## config.mk

```make
export PLATFORM = sky130hd
export DESIGN_NAME = text_blitter
export DESIGN_NICKNAME = d
export VERILOG_FILES = /design/src/rtl/video_pkg.sv /design/src/rtl/vram_port_arb.sv /design/src/rtl/text_blitter.sv
export SDC_FILE = /design/constraint.sdc
export NUM_CORES = 1
export LEC_CHECK = 0
export CORE_MARGIN = 5
export CORE_UTILIZATION = 58
export DETAILED_ROUTE_END_ITERATION = 8
export DONT_BUFFER_PORTS = 1
export GPL_ROUTABILITY_DRIVEN = 0
export GPL_TIMING_DRIVEN = 0
export PLACE_DENSITY = 0.76
export SLEW_MARGIN = 20
export SYNTH_ARGS = -nofsm -noshare
export SYNTH_HDL_FRONTEND = slang
export SYNTH_SLANG_ARGS = --single-unit
export TNS_END_PERCENT = 100
```

## constraint.sdc

```tcl
create_clock -name clk -period 3.04 [get_ports clk]
set_clock_uncertainty 0.1 [all_clocks]
set_input_delay 0.912 -clock clk [delete_from_list [all_inputs] [get_ports clk]]
set_output_delay 0.912 -clock clk [all_outputs]
set_load 0.02 [all_outputs]
```

## src/rtl/video_pkg.sv

```systemverilog
`default_nettype none
// ============================================================================
// Module      : video_pkg
// Description : Shared constants, command encodings and blitter state type
//               for the text/colour VRAM fill/scroll engine.
// Revision    : 1.0 - initial release
// ============================================================================
package video_pkg;

  localparam int COLS      = 40;
  localparam int ROWS      = 25;
  localparam int PLANE_BIT = 10;

  localparam logic OP_FILL      = 1'b0;
  localparam logic OP_SCROLL_UP = 1'b1;

  typedef enum logic [2:0] {
    ST_IDLE       = 3'd0,
    ST_WAIT_VB    = 3'd1,
    ST_FILL_WR    = 3'd2,
    ST_SC_RD      = 3'd3,
    ST_SC_LAT     = 3'd4,
    ST_SC_WR      = 3'd5,
    ST_NEXT_PLANE = 3'd6,
    ST_DONE       = 3'd7
  } blit_state_e;

endpackage
`default_nettype wire

```

## src/rtl/vram_port_arb.sv

```systemverilog
`default_nettype none
// ============================================================================
// Module      : vram_port_arb
// Description : Combinational CPU/blitter mux onto the VRAM host port. The CPU
//               always wins; grant_o tells the blitter its cycle counted.
// Revision    : 1.0 - initial release
// ============================================================================
module vram_port_arb (
  input  logic        cpu_en_i,
  input  logic [10:0] cpu_addr_i,
  input  logic [7:0]  cpu_wrdata_i,
  input  logic        cpu_wren_i,
  input  logic [10:0] blt_addr_i,
  input  logic [7:0]  blt_wrdata_i,
  input  logic        blt_wren_i,
  output logic [10:0] vram_addr_o,
  output logic [7:0]  vram_wrdata_o,
  output logic        vram_wren_o,
  output logic        grant_o
);

  always_comb begin
    if (cpu_en_i) begin
      vram_addr_o   = cpu_addr_i;
      vram_wrdata_o = cpu_wrdata_i;
      vram_wren_o   = cpu_wren_i;
    end else begin
      vram_addr_o   = blt_addr_i;
      vram_wrdata_o = blt_wrdata_i;
      vram_wren_o   = blt_wren_i;
    end
  end

  assign grant_o = ~cpu_en_i;

endmodule
`default_nettype wire

```

## src/rtl/text_blitter.sv

```systemverilog
`default_nettype none
// ============================================================================
// Module      : text_blitter
// Description : Fill / scroll-up engine for the 40x25 text and colour VRAM,
//               running on cycles the CPU leaves idle.
// Revision    : 1.0 - initial release
// ============================================================================
module text_blitter #(
  parameter int COLS = video_pkg::COLS,
  parameter int ROWS = video_pkg::ROWS
) (
  input  logic        clk,
  input  logic        reset,
  input  logic [10:0] cpu_addr,
  input  logic [7:0]  cpu_wrdata,
  input  logic        cpu_en,
  input  logic        cpu_wren,
  output logic [7:0]  cpu_rddata,
  input  logic        cmd_valid,
  output logic        cmd_ready,
  input  logic        cmd_op,
  input  logic [1:0]  cmd_planes,
  input  logic [7:0]  cmd_fill,
  input  logic [4:0]  cmd_row_first,
  input  logic [4:0]  cmd_row_last,
  input  logic        cmd_vsync,
  input  logic        vblank,
  output logic        busy,
  output logic        done,
  output logic [10:0] vram_addr,
  output logic [7:0]  vram_wrdata,
  output logic        vram_wren,
  input  logic [7:0]  vram_rddata
);

  import video_pkg::*;

  localparam logic [9:0] COLS_W = 10'(COLS);
  localparam logic [4:0] ROWS_W = 5'(ROWS);

  function automatic logic [9:0] row_base(input logic [4:0] row);
    return {5'd0, row} * COLS_W;
  endfunction

  blit_state_e state_q, state_d;
  logic        op_q;
  logic [1:0]  planes_q;
  logic [7:0]  fill_q;
  logic [4:0]  first_q, last_q;
  logic        plane_q, plane_d;
  logic [9:0]  off_q, off_d;
  logic [7:0]  hold_q, hold_d;
  logic        busy_q, done_q, ready_q;

  logic        w_idle, w_accept, w_invalid, w_grant;
  logic        w_src_op;
  logic [1:0]  w_src_planes;
  logic [4:0]  w_src_first, w_src_last;
  blit_state_e w_start_state;
  logic [9:0]  w_start_off, w_fill_end, w_copy_end, w_blt_off;
  logic [10:0] w_blt_addr;
  logic [7:0]  w_blt_wrdata;
  logic        w_blt_wren;

  assign w_idle   = (state_q == ST_IDLE);
  assign w_accept = cmd_valid && ready_q;

  assign w_invalid = (cmd_row_first > cmd_row_last) || (cmd_row_last >= ROWS_W) ||
                     (cmd_planes == 2'b00);

  // Start parameters come straight from the command port on the accept
  // cycle so the first write lands on the very next edge.
  assign w_src_op     = w_idle ? cmd_op        : op_q;
  assign w_src_planes = w_idle ? cmd_planes    : planes_q;
  assign w_src_first  = w_idle ? cmd_row_first : first_q;
  assign w_src_last   = w_idle ? cmd_row_last  : last_q;

  assign w_start_state = ((w_src_op != OP_FILL) && (w_src_first != w_src_last)) ?
                         ST_SC_RD : ST_FILL_WR;
  assign w_start_off   = row_base(w_src_first);
  assign w_fill_end    = row_base(last_q) + COLS_W - 10'd1;
  assign w_copy_end    = row_base(last_q) - 10'd1;

  always_comb begin
    state_d = state_q;
    off_d   = off_q;
    plane_d = plane_q;
    hold_d  = hold_q;
    case (state_q)
      ST_IDLE: begin
        if (w_accept) begin
          off_d   = w_start_off;
          plane_d = ~w_src_planes[0];
          if (w_invalid)      state_d = ST_DONE;
          else if (cmd_vsync) state_d = ST_WAIT_VB;
          else                state_d = w_start_state;
        end
      end
      ST_WAIT_VB: begin
        if (vblank) state_d = w_start_state;
      end
      ST_FILL_WR: begin
        if (w_grant) begin
          if (off_q == w_fill_end) begin
            state_d = (!plane_q && planes_q[1]) ? ST_NEXT_PLANE : ST_DONE;
          end else begin
            off_d = off_q + 10'd1;
          end
        end
      end
      ST_SC_RD: begin
        if (w_grant) state_d = ST_SC_LAT;
      end
      ST_SC_LAT: begin
        // Read data is only valid this one cycle, so capture regardless of CPU.
        hold_d  = vram_rddata;
        state_d = ST_SC_WR;
      end
      ST_SC_WR: begin
        if (w_grant) begin
          off_d   = off_q + 10'd1;
          state_d = (off_q == w_copy_end) ? ST_FILL_WR : ST_SC_RD;
        end
      end
      ST_NEXT_PLANE: begin
        plane_d = 1'b1;
        off_d   = w_start_off;
        state_d = w_start_state;
      end
      ST_DONE: state_d = ST_IDLE;
      default: state_d = ST_IDLE;
    endcase
  end

  always_ff @(posedge clk) begin
    if (!reset) begin
      state_q  <= ST_IDLE;
      op_q     <= OP_FILL;
      planes_q <= 2'b00;
      fill_q   <= 8'h00;
      first_q  <= 5'd0;
      last_q   <= 5'd0;
      plane_q  <= 1'b0;
      off_q    <= 10'd0;
      hold_q   <= 8'h00;
      busy_q   <= 1'b0;
      done_q   <= 1'b0;
      ready_q  <= 1'b0;
    end else begin
      state_q <= state_d;
      plane_q <= plane_d;
      off_q   <= off_d;
      hold_q  <= hold_d;
      if (w_accept) begin
        op_q     <= cmd_op;
        planes_q <= cmd_planes;
        fill_q   <= cmd_fill;
        first_q  <= cmd_row_first;
        last_q   <= cmd_row_last;
      end
      busy_q  <= (state_d != ST_IDLE) && (state_d != ST_DONE);
      done_q  <= (state_d == ST_DONE);
      ready_q <= (state_d == ST_IDLE);
    end
  end

  assign w_blt_off = (state_q == ST_SC_RD) ? (off_q + COLS_W) : off_q;

  always_comb begin
    w_blt_addr            = {1'b0, w_blt_off};
    w_blt_addr[PLANE_BIT] = plane_q;
  end

  assign w_blt_wrdata = (state_q == ST_SC_WR) ? hold_q : fill_q;
  // Gating with reset keeps an in-flight write from landing on the abort edge.
  assign w_blt_wren   = reset && ((state_q == ST_FILL_WR) || (state_q == ST_SC_WR));

  vram_port_arb u_arb (
    .cpu_en_i      (cpu_en),
    .cpu_addr_i    (cpu_addr),
    .cpu_wrdata_i  (cpu_wrdata),
    .cpu_wren_i    (cpu_wren),
    .blt_addr_i    (w_blt_addr),
    .blt_wrdata_i  (w_blt_wrdata),
    .blt_wren_i    (w_blt_wren),
    .vram_addr_o   (vram_addr),
    .vram_wrdata_o (vram_wrdata),
    .vram_wren_o   (vram_wren),
    .grant_o       (w_grant)
  );

  assign cpu_rddata = vram_rddata;
  assign busy       = busy_q;
  assign done       = done_q;
  assign cmd_ready  = ready_q;

endmodule
`default_nettype wire

```

# Yosys cells after proc, flatten, opt, wreduce, memory -nomap -nowiden
# Cells that the tools add are included.
# word_totals
reg_bits	46
inputBits	55
# op_classes
addsub	5
n_mul	2
order_cmp	2
n_eq_ne	16
mux	28
n_bitwise	1
reduce_logical	17
# ops
op	n
10-bit two-way mux	5
10-bit case mux with 4 select lines	1
3-bit case mux with 8 select lines	1
3-bit two-way mux	7
10-bit by 6-bit adder with 10-bit output (second input constant)	2
10-bit == test	2
10-bit by 1-bit subtractor with 10-bit output (second input constant)	2
8-bit two-way mux	2
3-bit == test (second input constant)	5
5-bit by 3-bit multiplier with 7-bit output (second input constant)	2
11-bit two-way mux	1
10-bit by 1-bit adder with 10-bit output (second input constant)	1
5-bit two-way mux	2
1-bit two-way mux	7
3-bit by 2-bit == test with 1-bit output (second input constant)	2
3-bit logical NOT	2
2-bit != test (second input constant)	3
5-bit >= comparator (second input constant)	1
5-bit greater-than comparator	1
1-bit logical AND	5
5-bit != test	1
5-bit AND reduction	1
4-bit nonzero test	1
3-bit by 1-bit == test with 1-bit output (second input constant)	1
other kinds (11)	13

# Longest topological paths before layout
# Gate-level depths: netlist of the first run.
# logic_depth
word_depth	11
mapped_depth	12
ltp_nobuf	11

# Hierarchy
# A second synthesis of the first run with hierarchy kept.
# unflattened
hier_cells	427
hier_area_um2	3654.8
# by_module_without_submodules
module	n_inst	cells_per_inst	area_per_inst_um2	seq_area_each_um2
text_blitter	1	404	3331.9	900.9
vram_port_arb	1	23	322.8	0.0

# Worst setup path before layout of the first run
# Ideal clock, no wire load.
# synth_path
path_type	input -> output
startpoint	input cpu_en
endpoint	output vram_addr[9]
t_arrival_ps	1988
required_time_ps	2028
slack_ps	40
cell_stages	5
path_cell_list	clkbuf_1 > clkbuf_1 > clkbuf_1 > nand2_1 > o21ai_0
# synth_via
elab_chain_cells	1
# synth_lines
element	line_no	rtl
start: declaration	text_blitter.sv:16	input logic cpu_en,
11-bit two-way mux	vram_port_arb.sv:23	if (cpu_en_i) begin
end: declaration	text_blitter.sv:30	output logic [10:0] vram_addr,
# No other way between the ends.

# Final worst setup path of the first run
# layout_path
startpoint	input cpu_en
endpoint	output vram_addr[5]
# Same word-level chain as after synthesis.

==> results.md, run 1 <==
- Overflow after GRT: 0
- Startpoint types: input pin
- Setup Slack @ Placement: -0.6047 ns
- I/O pin count: 86
- Largest incremental delay on the critical path: approximately 0.30 ns
- Met3 usage: under 10%
- Layout overhead on the synthesized area: 13.86%
- Number of nets in the layout: 549
- Crit path DAT: 1.99 ns
- Length of the first detailed-routing pass in iterations: 5
- First-pass GRT wire length: 15170 um
- Number of levels the H-tree was split into: 2
- Clock buffer count from CTS: 5
- Final setup TNS: 0 ns
- VDD IR-drop max: 0.4674 mV
- Synth warn: 0
- Setup crit end kind: primary output
- Post-layout minimum cycle time: ~3.0 ns
- Final cycle utilization of the critical path: 98.76%
- Setup slack of the critical path after layout: 0.03762 ns
- Status: finished, final reports clean
- Hold-fix buffers, CTS: 0
- Cell variety after synth: 66
- Avg Synthesized Cell Area: 7.678 um^2
- Total of buffers placed on input and output ports: 0
- HPWL after detailed placement: between 7000 and 8000 um
- Initial core utilization: between 50% and 60%
- Buffers and inverters on the worst path: 3
- Number of storage elements in the synthesis netlist: 45
- Total power of the final layout: 3.044 mW
- Number of slew-limit violations in the final report: 0
- Worst-path maximum fanout: 10
- Total via count in the routed design: approximately 3300
- Maximum root-to-sink buffer count: 2
- Fin. Hold Viols: 0
- Clock tree root driver cell: sky130_fd_sc_hd__clkbuf_8
- Residual DRC count: 0
- Core area: 5886 um^2
- Cell Area, Synth: about 3500 um^2
- Via count of the first global-routing pass: 3115
- Data required, critical path: 2.03 ns
- Post-synthesis async set-or-reset flop share: 0%
- Critical path cell sequence: clkbuf_2, clkbuf_4, clkbuf_4, nand2_1, o21ai_1
- Clock latency on the worst-skew pair: 0.31 ns
- Net count after synthesis: approximately 530
- Startpoint-to-endpoint class of the critical path: in2out
- Share of the yosys chip area belonging to registers: 25.79%
- TritonCTS clock tree: built
- Global routing usage on met2: 42.95%
- Number of antenna cells inserted: 0
- Share of layout cells above drive strength 1: around 21%
- Aggregate global-route resource usage: roughly a quarter
- Hold/Removal Path Class: reg2reg
- Transition time at the pin with the least slew margin: approximately 0.65 ns
- Count of mapped cells out of synthesis: about 460
- Register clock-pin slew on the reported worst setup and hold paths: 0.08 ns
- Achievable frequency: 0.3331 GHz
- Antenna violations before repair: 0
- Max_slew headroom: 56.20%
- Die Outline Area: roughly 7700 um^2
- Power Dens Cells: 765.4 nW/um^2
- Number of rows created at floorplan: 28
- Unrepaired setup endpoints after global routing: true
- Routed length per placed instance: 17.85 um
- Most common flop cell mapped by yosys: sky130_fd_sc_hd__dfxtp_1
- Setup violators final: 0
- Slowest cell on the critical path: sky130_fd_sc_hd__clkbuf_4
- Max-cap violations: 0
- Die X: 87.61 um
- Global-route layer with the greatest usage: met2
- Sinks on the clock net: 45
- Sum of routed wire length over all layers: about 9700 um
- GR Layer Usage met1: between 30% and 40%
- Most used cell, CP: sky130_fd_sc_hd__clkbuf_4
- Largest net degree at the start of global routing: 15
- Standby leakage power: between 1.5 and 2 nW
- Drt initial violations: 230
- Post-detailed-route via-to-cell ratio: 6.068
- Family with the most delay on the worst path: buffers and inverters
- Height of the die: 87.61 um
- Number of synthesized flops with an enable pin: 0
- Antenna violation net count after detailed routing: 0
report_power, final:
part | total, mW | switching, mW | leakage [nW] | internal [mW]
Combinational | 1.76 | 0.997 | 1.20 | 0.764
Sequential | 0.817 | 0.116 | 0.369 | 0.701
Clock | 0.466 | 0.219 | 0.0554 | 0.247
Total | 3.04 | 1.33 | 1.62 | 1.71
layer usage:
| layer | up-vias | wire [um] |
|---|---|---|
| met3 | 24 | 744 |
| met4 | 0 | 224 |
| met1 | 1528 | 3933 |
| li1 | 1608 | - |
| met2 | 153 | 4844 |
| met5 | - | 0 |
cell type report:
| class | count | area [um^2] |
|---|---|---|
| tap | 75 | 93.84 |
| sequential | 45 | 910.9 |
| timing repair buffer | 8 | 60.06 |
| multi-input combinational | 363 | 2554 |
| fill | 512 | 1908 |
| clock buffer | 6 | 72.57 |
| buffer | 35 | 202.7 |
| clock inverter | 2 | 38.79 |
| inverter | 12 | 45.04 |
final timing paths:
kind	startpoint	end	cells past startpoint	slack, ns
worst max-delay path	cpu_en	vram_addr[5]	5	0.04
worst max register to register	last_q[3]	busy	10	0.09
worst min register to register	fill_q[1]	fill_q[1]	2	0.36
worst min-delay path	fill_q[1]	fill_q[1]	2	0.36
cells in the mapped netlist (3+ instances only):
| library cell | count | area (um^2) |
|---|---|---|
| sky130_fd_sc_hd__nand2_1 | 92 | 345.3 |
| sky130_fd_sc_hd__a21oi_1 | 49 | 245.2 |
| sky130_fd_sc_hd__dfxtp_1 | 45 | 900.9 |
| sky130_fd_sc_hd__o21ai_0 | 39 | 195.2 |
| sky130_fd_sc_hd__ha_1 | 22 | 275.3 |
| sky130_fd_sc_hd__nor2_1 | 21 | 78.83 |
| sky130_fd_sc_hd__xnor2_1 | 19 | 166.4 |
| sky130_fd_sc_hd__clkbuf_1 | 18 | 67.56 |
| sky130_fd_sc_hd__xor2_1 | 12 | 105.1 |
| sky130_fd_sc_hd__inv_1 | 11 | 41.29 |
| sky130_fd_sc_hd__nand3_1 | 11 | 55.05 |
| sky130_fd_sc_hd__mux2_2 | 9 | 101.4 |
| sky130_fd_sc_hd__mux2i_1 | 9 | 90.09 |
| sky130_fd_sc_hd__buf_4 | 8 | 60.06 |
| sky130_fd_sc_hd__buf_2 | 6 | 30.03 |
| sky130_fd_sc_hd__nand2b_1 | 6 | 37.54 |
| sky130_fd_sc_hd__and3_1 | 5 | 31.28 |
| sky130_fd_sc_hd__o21a_1 | 5 | 37.54 |
| sky130_fd_sc_hd__o31ai_1 | 4 | 30.03 |
| sky130_fd_sc_hd__a2bb2oi_1 | 3 | 26.28 |
| sky130_fd_sc_hd__a31oi_1 | 3 | 18.77 |
| sky130_fd_sc_hd__nor3_1 | 3 | 15.01 |
| sky130_fd_sc_hd__nor3b_1 | 3 | 22.52 |
| sky130_fd_sc_hd__o21ai_1 | 3 | 15.01 |
cells by family after synthesis:
group	Yosys count	share of synthesized area [%]
mux	18	5.480
buf+inv	47	6.375
simple gates	164	22.46
fa+ha+maj	24	9.026
compound gates	123	21.24
flops	45	25.79
xor+xnor	34	9.635
state kept, by name, summed over array words and instances, names as in the netlist, 3 cells and up:
name,cells
fill_q,8
first_q,5
hold_q,8
last_q,5
off_q,10
state_q,3
stage by stage:
stage	cell area, um^2	hold WS (ns)	util [%]	std cells
floorplan	3493	0.3360	-	455
global route	3978	0.3839	67.58	546
CTS	3814	0.3613	64.80	539
global placement	3587	0.3427	60.95	530
detailed placement	3587	0.3493	60.95	530
finish	3978	0.3568	67.58	546
timing repair:
item,in CTS,in global routing
setup endpoints to repair,34,27
setup buffers,1,7
gates resized for setup,50,30
pin swaps,9,7
placed cells by master, fill, tap and decap left out, types with 9 or more instances in the layout:
cell | synthesis | layout
sky130_fd_sc_hd__o21ai_2 | 0 | 14
sky130_fd_sc_hd__nand2_1 | 92 | 90
sky130_fd_sc_hd__clkbuf_1 | 18 | 12
sky130_fd_sc_hd__xnor2_1 | 19 | 18
sky130_fd_sc_hd__ha_1 | 22 | 16
sky130_fd_sc_hd__mux2i_1 | 9 | 9
sky130_fd_sc_hd__xor2_1 | 12 | 11
sky130_fd_sc_hd__buf_4 | 8 | 18
sky130_fd_sc_hd__a21oi_1 | 49 | 48
sky130_fd_sc_hd__dfxtp_1 | 45 | 39
sky130_fd_sc_hd__o21ai_0 | 39 | 22
sky130_fd_sc_hd__inv_1 | 11 | 11
sky130_fd_sc_hd__nand3_1 | 11 | 11
sky130_fd_sc_hd__nor2_1 | 21 | 19
tightest hold or removal path, delay by kind of cell, from the launching register on:
kind            cells  cell delay (ns)
simple gates        1             0.05
flops               1             0.31
compound gates      1             0.05
(Power assumes the default switching activity.)
==> run 2: changes to the inputs <==
- PLACE_DENSITY: 0.76 -> 0.78
- SLEW_MARGIN: 20 -> default
==> run 2 against run 1 <==
  * Via count shrank 1.7%
  * Critical path depth unchanged
  * First-iteration DRC count shrank 18%
  * Sequential power shrank 0.5%
  * Combinational power is essentially flat
  * Critical endpoint is now vram_addr[4]
  * Largest cell class unchanged
  * Highest routed layer unchanged
==> results.md, run 2 (synthesis results as in run 1) <==
- Status: finished, final reports clean
- Data required, critical path: 2.03 ns (about the same)
- HPWL after detailed placement: 7208 um (+0.50%)
- Sinks on the clock net: 45 (unchanged)
- Via count of the first global-routing pass: 3276 (+5.2%)
- Maximum root-to-sink buffer count: 2 (unchanged)
- Sum of routed wire length over all layers: 9581 um (-1.7%)
- Register clock-pin slew on the reported worst setup and hold paths: 0.08 ns (about the same)
- Routed length per placed instance: 17.71 um (-0.77%)
- Total via count in the routed design: 3258 (-1.7%)
- Max_slew headroom: 55.05% (-1.1 points)
- Power Dens Cells: 767.8 nW/um^2 (+0.31%)
- Startpoint types: input pin
- Startpoint-to-endpoint class of the critical path: in2out
- Number of nets in the layout: 545 (-0.73%)
- Max FFs per register: 10 (unchanged)
- I/O pin count: 86 (unchanged)
- Commonest cells after routing, fill and taps aside: sky130_fd_sc_hd__nand2_1 (90), sky130_fd_sc_hd__a21oi_1 (48), sky130_fd_sc_hd__dfxtp_1 (40)
- Layout overhead on the synthesized area: 12.21%
- Most common library cell in the layout ignoring fill and taps: sky130_fd_sc_hd__nand2_1
- Height of the die: 87.61 um (unchanged)
- Antenna violations before repair: 0 (unchanged)
- Post-layout minimum cycle time: 2.989 ns (-0.01359 ns)
- Largest net degree at the start of global routing: 14 (-1)
- Setup violators final: 0 (unchanged)
- Setup crit end kind: primary output
- Max-cap violations: 0 (unchanged)
- Number of levels the H-tree was split into: 2 (unchanged)
- Achievable frequency: 0.3346 GHz (+0.45%)
- Number of rows created at floorplan: 28 (unchanged)
- Clock buffer count from CTS: 5 (unchanged)
- Transition time at the pin with the least slew margin: 0.6672 ns (+0.01450 ns)
- Hold-fix buffers, CTS: 0 (unchanged)
- Clock latency on the worst-skew pair: 0.30 ns (about the same)
- Residual DRC count: 0 (unchanged)
- Die Outline Area: 7676 um^2 (unchanged)
- Total of buffers placed on input and output ports: 0 (unchanged)
- Length of the first detailed-routing pass in iterations: 5 (unchanged)
- VDD IR-drop max: 0.3459 mV (-26%)
- Biggest registers after layout: off_q (10), fill_q (8), hold_q (8)
- Overflow after GRT: 0 (unchanged)
- Antenna violation net count after detailed routing: 0 (unchanged)
- Die X: 87.61 um (unchanged)
- Number of slew-limit violations in the final report: 0 (unchanged)
- Core area: 5886 um^2 (unchanged)
- Share of layout cells above drive strength 1: 19.31% (-2.1 points)
- Drt initial violations: 189 (-18%)
- Post-detailed-route via-to-cell ratio: 6.022 (-0.75%)
- Clock tree root driver cell: sky130_fd_sc_hd__clkbuf_8
- Worst-path maximum fanout: 10 (unchanged)
- First-pass GRT wire length: 15590 um (+2.8%)
- Initial core utilization: 59.35% (unchanged)
- Internal reg-to-reg setup slack: 0.06 ns (-0.03 ns)
- Fin. Hold Viols: 0 (unchanged)
- Aggregate global-route resource usage: 25.60% (+0.53 points)
- TritonCTS clock tree: built
- Hold/Removal Path Class: reg2reg
- Area of all sequential standard cells: 909.6 um^2 (-0.14%)
- Area taken by multi-input logic gates: 2540 um^2 (-0.54%)
- Core occupancy in the finished layout: 66.60% (-0.98 points)
- Standby leakage power: 1.630 nW (+0.42%)
- Crit path DAT: 1.98 ns (about the same)
- Number of antenna cells inserted: 0 (unchanged)
- Fillcell total: 495 (-3.3%)
- Register with the most flip-flops: off_q
- Final cycle utilization of the critical path: 98.32% (-0.45 points)
- Final setup TNS: 0 ns (unchanged)
## run 2: cell types whose count changed in the layout (fill, tap and decap cells not counted), sizes merged
cell,before,now
buf,24,21
clkbuf,25,23
## run 2: layout make-up
type | count | share of cell area, %
buffer | 35 | 5.043
clock buffer | 5 | 1.756
clock inverter | 2 | 0.8937
inverter | 12 | 1.149
multi-input combinational | 363 | 64.79
sequential | 45 | 23.20
tap | 75 | 2.394
timing repair buffer | 4 | 0.7660
## run 2: worst paths after layout
path              cells after the start            to       start
setup reg to reg                      9      off_q[8]  state_q[0]
setup / recovery                      5  vram_addr[4]      cpu_en
hold / removal                        2          op_q        op_q
hold reg to reg                       2          op_q        op_q
## run 2: through the flow
stage	cell area [um^2]	total power, mW	instances	worst slack (ns)	hold slack [ns]
2_1_floorplan	3493	2.058	455	0.03994	0.3360
3_3_place_gp	3587	2.322	530	-0.5073	0.3463
3_5_place_dp	3587	2.361	530	-0.5253	0.3520
4_1_cts	3825	2.890	538	0.004312	0.3642
5_1_grt	3920	3.219	541	-0.03138	0.3817
6_report	3920	3.010	541	0.05120	0.3627
## run 2: critical path, cell delays in order
cell and delay [ns]:
sky130_fd_sc_hd__clkbuf_2 0.19, sky130_fd_sc_hd__clkbuf_4 0.28, sky130_fd_sc_hd__clkbuf_4 0.26, sky130_fd_sc_hd__nand2_1 0.07
sky130_fd_sc_hd__o21ai_0 0.26
## run 2: where the power goes
part	switching, mW	leakage (nW)	internal, mW	total (mW)
clock network	0.210	0.0540	0.239	0.449
registers	0.112	0.369	0.701	0.813
logic	1.00	1.21	0.743	1.75
## run 2: metal layers
layer	share of wire (%)	track usage, %	vias up
li1	-	-	1594
met1	42	31.18	1526
met2	50	44.04	119
met3	6.2	5.550	19
met4	2.6	9.763	0
met5	0	0	-
## run 2: repair_timing
| action | in CTS | in global routing |
|---|---|---|
| pin swaps | 9 | 4 |
| resized for setup | 51 | 22 |
| buffers inserted | 1 | 3 |
| endpoints found under the setup margin | 34 | 27 |
